$ cat src/rtl/uart_pkg.sv
// Shared UART definitions: receive FSM encoding, frame width and the bit-period helper.
// Also intended for the transmit side of the link.
package uart_pkg;

    localparam int DATA_BITS = 8;

    typedef enum logic [2:0] {
        ST_IDLE,
        ST_START,
        ST_DATA,
        ST_STOP,
        ST_BREAK
    } rx_state_t;

    // Clock cycles per serial bit (integer division).
    function automatic int cpb(input int br, input int clkf);
        return clkf / br;
    endfunction

endpackage

$ cat src/rtl/uart_receiver_if.sv
// Serial line plus byte-side valid/ready holding-register signals of the UART receiver.
interface uart_receiver_if;
    import uart_pkg::*;

    logic                 rx;
    logic                 ready;
    logic [DATA_BITS-1:0] data;
    logic                 valid;
    logic                 frame_err;
    logic                 overrun;

    modport master (
        output rx, ready,
        input  data, valid, frame_err, overrun
    );

    modport slave (
        input  rx, ready,
        output data, valid, frame_err, overrun
    );

endinterface

$ cat src/rtl/rx_synchronizer.sv
// Two-flop synchronizer for a single asynchronous input, with a selectable reset level.
module rx_synchronizer #(
    parameter logic RESET_VAL = 1'b1
) (
    input  logic clk,
    input  logic reset,
    input  logic i_async,
    output logic o_sync
);

    logic r_meta;
    logic r_sync;

    always_ff @(posedge clk) begin
        if (reset) begin
            r_meta <= RESET_VAL;
            r_sync <= RESET_VAL;
        end else begin
            r_meta <= i_async;
            r_sync <= r_meta;
        end
    end

    assign o_sync = r_sync;

endmodule

$ cat src/rtl/uart_receiver.sv
// 8N1 UART receiver: mid-bit sampling derived from clk, one-entry valid/ready holding register,
// frame-error and overrun pulses.
module uart_receiver
    import uart_pkg::*;
#(
    parameter int BR   = 115200,
    parameter int CLKF = 50000000
) (
    input  logic           clk,
    input  logic           reset,
    uart_receiver_if.slave bus
);

    localparam int CPB  = cpb(BR, CLKF);
    localparam int HALF = CPB / 2;
    localparam int CW   = $clog2(CPB);
    localparam int BW   = $clog2(DATA_BITS);

    localparam logic [CW-1:0] CNT_HALF = CW'(HALF - 1);
    localparam logic [CW-1:0] CNT_FULL = CW'(CPB - 1);
    localparam logic [BW-1:0] LAST_BIT = BW'(DATA_BITS - 1);

    generate
        if (CPB < 4) begin : g_cpb_check
            $error("uart_receiver: CLKF/BR must be at least 4");
        end
    endgenerate

    logic                 w_rx_s;
    rx_state_t            r_state;
    logic [CW-1:0]        r_cnt;
    logic [BW-1:0]        r_bit_idx;
    logic [DATA_BITS-1:0] r_shreg;
    logic [DATA_BITS-1:0] r_data;
    logic                 r_valid;
    logic                 r_frame_err;
    logic                 r_overrun;

    rx_synchronizer #(.RESET_VAL(1'b1)) u_rx_sync (
        .clk     (clk),
        .reset   (reset),
        .i_async (bus.rx),
        .o_sync  (w_rx_s)
    );

    always_ff @(posedge clk) begin
        if (reset) begin
            r_state     <= ST_IDLE;
            r_cnt       <= '0;
            r_bit_idx   <= '0;
            r_shreg     <= '0;
            r_data      <= '0;
            r_valid     <= 1'b0;
            r_frame_err <= 1'b0;
            r_overrun   <= 1'b0;
        end else begin
            r_frame_err <= 1'b0;
            r_overrun   <= 1'b0;
            // NOTE: a consumer handshake clears valid here, but a delivery later in this
            // block re-sets it; the last non-blocking assignment in the cycle wins.
            if (r_valid && bus.ready) r_valid <= 1'b0;

            case (r_state)
                ST_IDLE: begin
                    if (!w_rx_s) begin
                        r_cnt   <= '0;
                        r_state <= ST_START;
                    end
                end
                ST_START: begin
                    if (r_cnt == CNT_HALF) begin
                        r_cnt <= '0;
                        if (!w_rx_s) begin
                            r_bit_idx <= '0;
                            r_state   <= ST_DATA;
                        end else begin
                            r_state <= ST_IDLE;
                        end
                    end else begin
                        r_cnt <= r_cnt + CW'(1);
                    end
                end
                ST_DATA: begin
                    if (r_cnt == CNT_FULL) begin
                        r_cnt   <= '0;
                        r_shreg <= {w_rx_s, r_shreg[DATA_BITS-1:1]};
                        if (r_bit_idx == LAST_BIT) r_state <= ST_STOP;
                        else r_bit_idx <= r_bit_idx + BW'(1);
                    end else begin
                        r_cnt <= r_cnt + CW'(1);
                    end
                end
                ST_STOP: begin
                    if (r_cnt == CNT_FULL) begin
                        r_cnt <= '0;
                        if (w_rx_s) begin
                            r_state <= ST_IDLE;
                            if (!r_valid || bus.ready) begin
                                r_data  <= r_shreg;
                                r_valid <= 1'b1;
                            end else begin
                                r_overrun <= 1'b1;
                            end
                        end else begin
                            r_frame_err <= 1'b1;
                            r_state     <= ST_BREAK;
                        end
                    end else begin
                        r_cnt <= r_cnt + CW'(1);
                    end
                end
                ST_BREAK: begin
                    // A line held low must go idle before another start bit is honoured.
                    if (w_rx_s) r_state <= ST_IDLE;
                end
                default: r_state <= ST_IDLE;
            endcase
        end
    end

    assign bus.data      = r_data;
    assign bus.valid     = r_valid;
    assign bus.frame_err = r_frame_err;
    assign bus.overrun   = r_overrun;

endmodule

$ cat src/flat_wrapper.sv
// flat-port wrapper written by rule: the top's interface ports become plain ports
module uart_receiver_flat import uart_pkg::*;
#(
    parameter int BR   = 115200,
    parameter int CLKF = 50000000
)
  (clk, reset, bus_rx, bus_ready, bus_data, bus_valid, bus_frame_err, bus_overrun);
  uart_receiver_if bus_i ();
  input  logic clk;
  input  logic reset;
  input wire logic [$bits(bus_i.rx)-1:0] bus_rx;
  input wire logic [$bits(bus_i.ready)-1:0] bus_ready;
  output wire logic [$bits(bus_i.data)-1:0] bus_data;
  output wire logic [$bits(bus_i.valid)-1:0] bus_valid;
  output wire logic [$bits(bus_i.frame_err)-1:0] bus_frame_err;
  output wire logic [$bits(bus_i.overrun)-1:0] bus_overrun;
  assign bus_i.rx = bus_rx;
  assign bus_i.ready = bus_ready;
  assign bus_data = bus_i.data;
  assign bus_valid = bus_i.valid;
  assign bus_frame_err = bus_i.frame_err;
  assign bus_overrun = bus_i.overrun;
  uart_receiver #(.BR(BR), .CLKF(CLKF)) u_core (.clk(clk), .reset(reset), .bus(bus_i));
endmodule
$ cat config.mk
export PLATFORM = sky130hd
export DESIGN_NAME = uart_receiver_flat
export DESIGN_NICKNAME = d
export VERILOG_FILES = /design/src/rtl/uart_pkg.sv /design/src/rtl/uart_receiver_if.sv /design/src/rtl/rx_synchronizer.sv /design/src/rtl/uart_receiver.sv /design/src/flat_wrapper.sv
export SDC_FILE = /design/constraint.sdc
export NUM_CORES = 1
export LEC_CHECK = 0
export ABC_AREA = 0
export CAP_MARGIN = 0
export CORE_AREA = 2 2 73 89
export DETAILED_ROUTE_END_ITERATION = 16
export DIE_AREA = 0 0 75 91
export REMOVE_ABC_BUFFERS = 1
export SYNTH_ARGS = -nofsm -noshare
export SYNTH_HDL_FRONTEND = slang
export SYNTH_SLANG_ARGS = --single-unit
$ cat constraint.sdc
create_clock -name clk -period 2.26 [get_ports clk]
set_input_delay 0.678 -clock clk [delete_from_list [all_inputs] [get_ports clk]]
set_output_delay 0.678 -clock clk [all_outputs]
set_load 0.05 [all_outputs]
# Yosys cells after proc, flatten, opt, wreduce, memory -nomap -nowiden
# Index checks and enable logic that the tools add are counted.
dict set report word_totals {
  reg_bits 36
  input_bits 4
  output_inout_bits 11
  word_cells 69
}
dict set report classes {
  add_sub_neg 2
  eq_ne 15
  mux 25
  bitwise_logic 3
  reduce_logical 14
}
# op n
set op_table {}
lappend op_table {{$mux 3} 11}
lappend op_table {{$mux 9} 3}
lappend op_table {{$pmux 9 s3} 1}
lappend op_table {{$pmux 3 s5} 1}
lappend op_table {{$add 9x1->9 const B} 1}
lappend op_table {{$eq 9x8->1 const B} 1}
lappend op_table {{$eq 9x9->1 const B} 1}
lappend op_table {{$ne 2x1->1 const B} 4}
lappend op_table {{$ne 2x2->1 const B} 4}
lappend op_table {{$mux 1} 7}
lappend op_table {{$eq 3x2->1 const B} 2}
lappend op_table {{$eq 3x3->1 const B} 2}
lappend op_table {{$pmux 3 s2} 1}
lappend op_table {{$reduce_and 6->1} 1}
lappend op_table {{$reduce_and 5->1} 1}
lappend op_table {{$reduce_and 2->1} 2}
lappend op_table {{$reduce_and 4->1} 1}
lappend op_table {{$reduce_or 4->1} 1}
lappend op_table {{$add 3x1->3 const B} 1}
lappend op_table {{$eq 3x1->1 const B} 1}
lappend op_table {{$logic_not 3->1} 1}
lappend op_table {{$not 1->1} 3}
lappend op_table {{$reduce_bool 3->1} 1}
lappend op_table {{$reduce_or 3->1} 1}
lappend op_table {{other kinds (6)} 6}

# Depth between registers and ports, before layout
dict set report logic_depth {
  depth_word 6
  mapped_depth 7
  mapped_depth_nobuf 6
}

# Modules after synthesis
# Synthesis repeated with hierarchy kept, for this count alone.
dict set report hier_totals {
  cells_unflattened 185
  hier_area_um2 1724.2
}
# mod instances cells_per_inst area_each_um2 seq_area_each_um2
set modules_own_cells {}
lappend modules_own_cells {uart_receiver 1 181 1671.6 680.7}
lappend modules_own_cells {rx_synchronizer 1 4 52.6 40.0}

# Least setup slack after synthesis
# OpenSTA, ideal clock, no wires.
dict set report synth_timing {
  kind {flip-flop to flip-flop}
  startpoint {register u_core.r_bit_idx[0]}
  endpoint {register u_core.r_bit_idx[1]}
  setup_time_ns 0.101
  arrival_ns 1.719
  required_time_ns 2.159
  slack_ns 0.440
  stages_incl_launch_ff 7
  n_path_buf 0
  period_less_slack_ns 1.820
  cell_sequence {dfxtp_1 > ha_1 > ha_1 > or3b_1 > a21o_1 > or3_1 > o41ai_1}
}
dict set report synth_between {
  elab_chain_len 4
  word_cells_on_any_way 7
  cone_classes {1 x add/sub; 2 x eq/ne; 3 x mux; 1 x reduce/logical}
}
# item line_no
set synth_rtl {}
lappend synth_rtl {{start, declared} uart_receiver.sv:32} ;# logic [BW-1:0] r_bit_idx;
lappend synth_rtl {{start signal, assigned} uart_receiver.sv:88} ;# else r_bit_idx <= r_bit_idx + BW'(1);
lappend synth_rtl {{$add 3x1->3} uart_receiver.sv:88}
lappend synth_rtl {{$mux 3} uart_receiver.sv:87} ;# if (r_bit_idx == LAST_BIT) r_state <= ST_STOP;
lappend synth_rtl {{$mux 3} uart_receiver.sv:84} ;# if (r_cnt == CNT_FULL) begin
lappend synth_rtl {{$pmux 3 s2} uart_receiver.sv:63} ;# case (r_state)
# Parallel ways exist; a longest one is shown, timed or not. The select of a mux whose other input is x is not followed.
# A chain may end at the register's enable or synchronous reset.

# Worst setup path in the final report
dict set report layout_timing {
  startpoint {register u_core.r_data[7], in the netlist u_core.bus.data[7]}
  endpoint {output bus_data[7]}
}
# item line_no
set layout_rtl {}
lappend layout_rtl {{start, declared} uart_receiver.sv:34} ;# logic [DATA_BITS-1:0] r_data;
lappend layout_rtl {{start signal, assigned} uart_receiver.sv:99} ;# r_data <= r_shreg;
lappend layout_rtl {{end, declared} flat_wrapper.sv:13} ;# output wire logic [$bits(bus_i.data)-1:0] bus_data;
# No word-level cell between the ends.

==> metrics.csv <==
stage;metric;value;unit
synthesis;yosysSeqAreaShare;41.5;%
sta;hold_viol;0;
sta;post-route-period-util;93.8;%
status;status;completed;
floorplanning;io_pins;15;
setup_path;worstSetupEndpointType;output port;
finish;final_util;35.6;%
clock_tree;htreeDepth;2;
drt;drt-wirelength-per-cell;12.5;um
sta;fin_crit;2.12;ns
global_route;grt_max_degree;33;
setup_path;cp_num_buf_inv;1;
drt;antenna_left;0;
setup_path;crit_required;1.58;ns
power_and_ir_drop;vdd_drop_max;0.412;mV
clock_tree;cts-resized-gates;0;
floorplanning;fp.dieH;91;um
global_route;grt_pass1_wl;6640;um
floorplanning;initial_core_util;29.3;%
synthesis;yosys-top-cells-count;36 x dfxtp_1, 24 x nor2_1, 17 x mux2i_1;
floorplanning;dieArea;6830;um2
setup_path;critPathMaxStageDelay;0.81;ns
power_and_ir_drop;power_density;635;nW/um2
clock_tree;post_cts_buffers;0;
sta;final.setup.tns;0;ns
synthesis;ys_ff_latch;36;
synthesis;synth_warnings;0;
synthesis;synth_top_flop_cell;dfxtp_1;
finish;area_growth;21.6;%
setup_path;rr_endpoint;u_core.r_bit_idx[2];
sta;max_freq;0.472;GHz
placement;io_buffers;14;
hold_path;hp-start;u_core.u_rx_sync.r_meta;
sta;slew_headroom;66.3;%
placement;place_congestion;0.775;
finish;antenna_cells;0;
setup_path;cp_slowest_cell;clkdlybuf4s50_1;
sta;setup_viol_count_final;0;
synthesis;synthDistinctLibCells;44;
drt;dr_total_vias;1421;
synthesis;synth_area;1740;um2
finish;drive_above_1_share;11.6;%
clock_tree;cts_buffers;5;
global_route;grt_use_total;12.3;%
setup_path;worstSetupPathType;flip-flop to output port;
synthesis;synthTopCellsByArea;dfxtp_1 41%, mux2i_1 9.8%, nor2_1 5.2%, ha_1 3.6%, nand2_1 3.0%;
job;maxCapViolCount;0;
setup_path;cp_max_fo;2;
clock_tree;cts_tree;yes;
setup_path;rrSetupSlack;0.25;ns
floorplanning;fp.dieW;75;um
synthesis;syn_area_per_cell;8.96;um2
sta;fin_hold_ws;0.421;ns
setup_path;arrival;1.44;ns
setup_path;start_kind;flip-flop;
synthesis;synth_top_cell_by_area;dfxtp_1;
finish;fin_area;2110;um2
drt;drcViolationCount;0;
clock_tree;hold_buffers;0;
setup_path;reg2regPathDepth;7;
finish;multi_input_area;942;um2
clock_tree;path_clk_slew;0.08;ns
clock_tree;cts_sinks;36;
sta;max_slew.worst_pin.slew;0.503;ns
placement;place_hpwl;2560;um
drt;first_pass_iters;4;
global_route;antenna_found_initial;0;
sta;rsz0062_at_grt;no;
setup_path;cp_cell_sequence;clkdlybuf4s50_1;
synthesis;syn-instance-count;194;
hold_path;holdPathEnd;u_core.u_rx_sync.o_sync;
clock_tree;insertion_delay;0.29;ns
drt;vias_per_cell;4.78;
global_route;overflow;0;
setup_path;r2r-start;u_core.r_cnt[0];
hold_path;min_path_cells;1;
hold_path;hp-class;flip-flop to flip-flop;
synthesis;synthArstFlopShare;0;%
synthesis;synth_most_common_cell;dfxtp_1;
global_route;grt_pass1_vias;1447;
sta;skew;0.0111;ns
power_and_ir_drop;total_leakage_power;0.802;nW
drt;first_iter_violations;72;
sta;drv_slew;0;
synthesis;synth_top_area_share;41.5;%
synthesis;synth_edf_count;0;
drt;finalWirelength;3700;um
clock_tree;clock_path_buffers;2;
clock_tree;cts_root_buffer;clkbuf_8;
floorplanning;core-area;5930;um2
setup_path;critical-path-top-delay-family;buffers and inverters;
placement;placed_area;2020;um2
floorplanning;rows;31;
finish;fill_cells;592;
finish;regArea;721;um2
finish;nets;223;
[sequential cells by signal, summed over array words and instances, names as in the netlist]
register / count
u_core.bus.frame_err: 1
u_core.u_rx_sync.o_sync: 1
u_core.bus.data: 8
u_core.r_bit_idx: 3
u_core.bus.overrun: 1
u_core.r_shreg: 8
u_core.r_state: 3
u_core.r_cnt: 9
u_core.u_rx_sync.r_meta: 1
u_core.bus.valid: 1
[cell type report]
class	instances	area share [%]
Clock inverter	3	1.01
Inverter	8	1.42
Timing Repair Buffer	24	10.8
Tap cell	82	4.85
Sequential cell	36	34.1
Multi-Input combinational cell	139	44.6
Clock buffer	5	3.26
[cells in the final DEF (no fill, tap or decap), types with 8 or more instances in the layout]
cell type	count
nor2_1	24
inv_1	8
clkdlybuf4s50_1	14
nand2_1	14
mux2i_1	17
a21oi_1	9
buf_4	9
dfxtp_1	36
[stage by stage]
| stage | setup slack [ns] | std cells | total power, mW |
|---|---|---|---|
| final | 0.140 | 297 | 1.34 |
| after global routing | 0.0800 | 297 | 1.42 |
| after CTS | 0.119 | 297 | 1.37 |
| after detailed placement | 0.246 | 289 | 0.895 |
| after global placement | 0.323 | 289 | 0.894 |
| after floorplan | 0.187 | 183 | 0.807 |
[worst max-delay path by stage]
stage	cells after the start	from	endpoint	slack, ns
floorplan	6	u_core.r_cnt[0]	u_core.r_cnt[2]	0.19
global placement	5	u_core.r_state[1]	u_core.r_shreg[3]	0.32
detailed placement	7	u_core.r_cnt[0]	u_core.r_bit_idx[2]	0.25
CTS	1	u_core.bus.data[3]	bus_data[3]	0.12
global route	1	u_core.bus.data[3]	bus_data[3]	0.08
finish	1	u_core.bus.data[7]	bus_data[7]	0.14
[metal layers]
metal	wire (um)	GRT usage, %
met2	1810	19.4
met4	60	4.46
met1	1690	15.5
met3	141	4.00
met5	0	0
[report_power, final]
group	total, mW	internal (mW)	switching (mW)	leakage [nW]
combinational	0.204	0.0844	0.120	0.467
clock	0.460	0.218	0.242	0.0445
sequential	0.678	0.650	0.0278	0.291
total	1.34	0.953	0.389	0.802
[kinds of logic (layout without fill, tap and decap cells)]
kind of cell	after synthesis	in the layout	share of synthesized area, %
simple gates	74	74	23.5
compound gates	41	41	16.2
flops	36	36	41.5
buf+inv	19	40	4.32
mux	18	18	10.4
fa+ha+maj	5	5	3.60
xor+xnor	1	1	0.504
No activity file was read; power rests on OpenSTA's default activity.
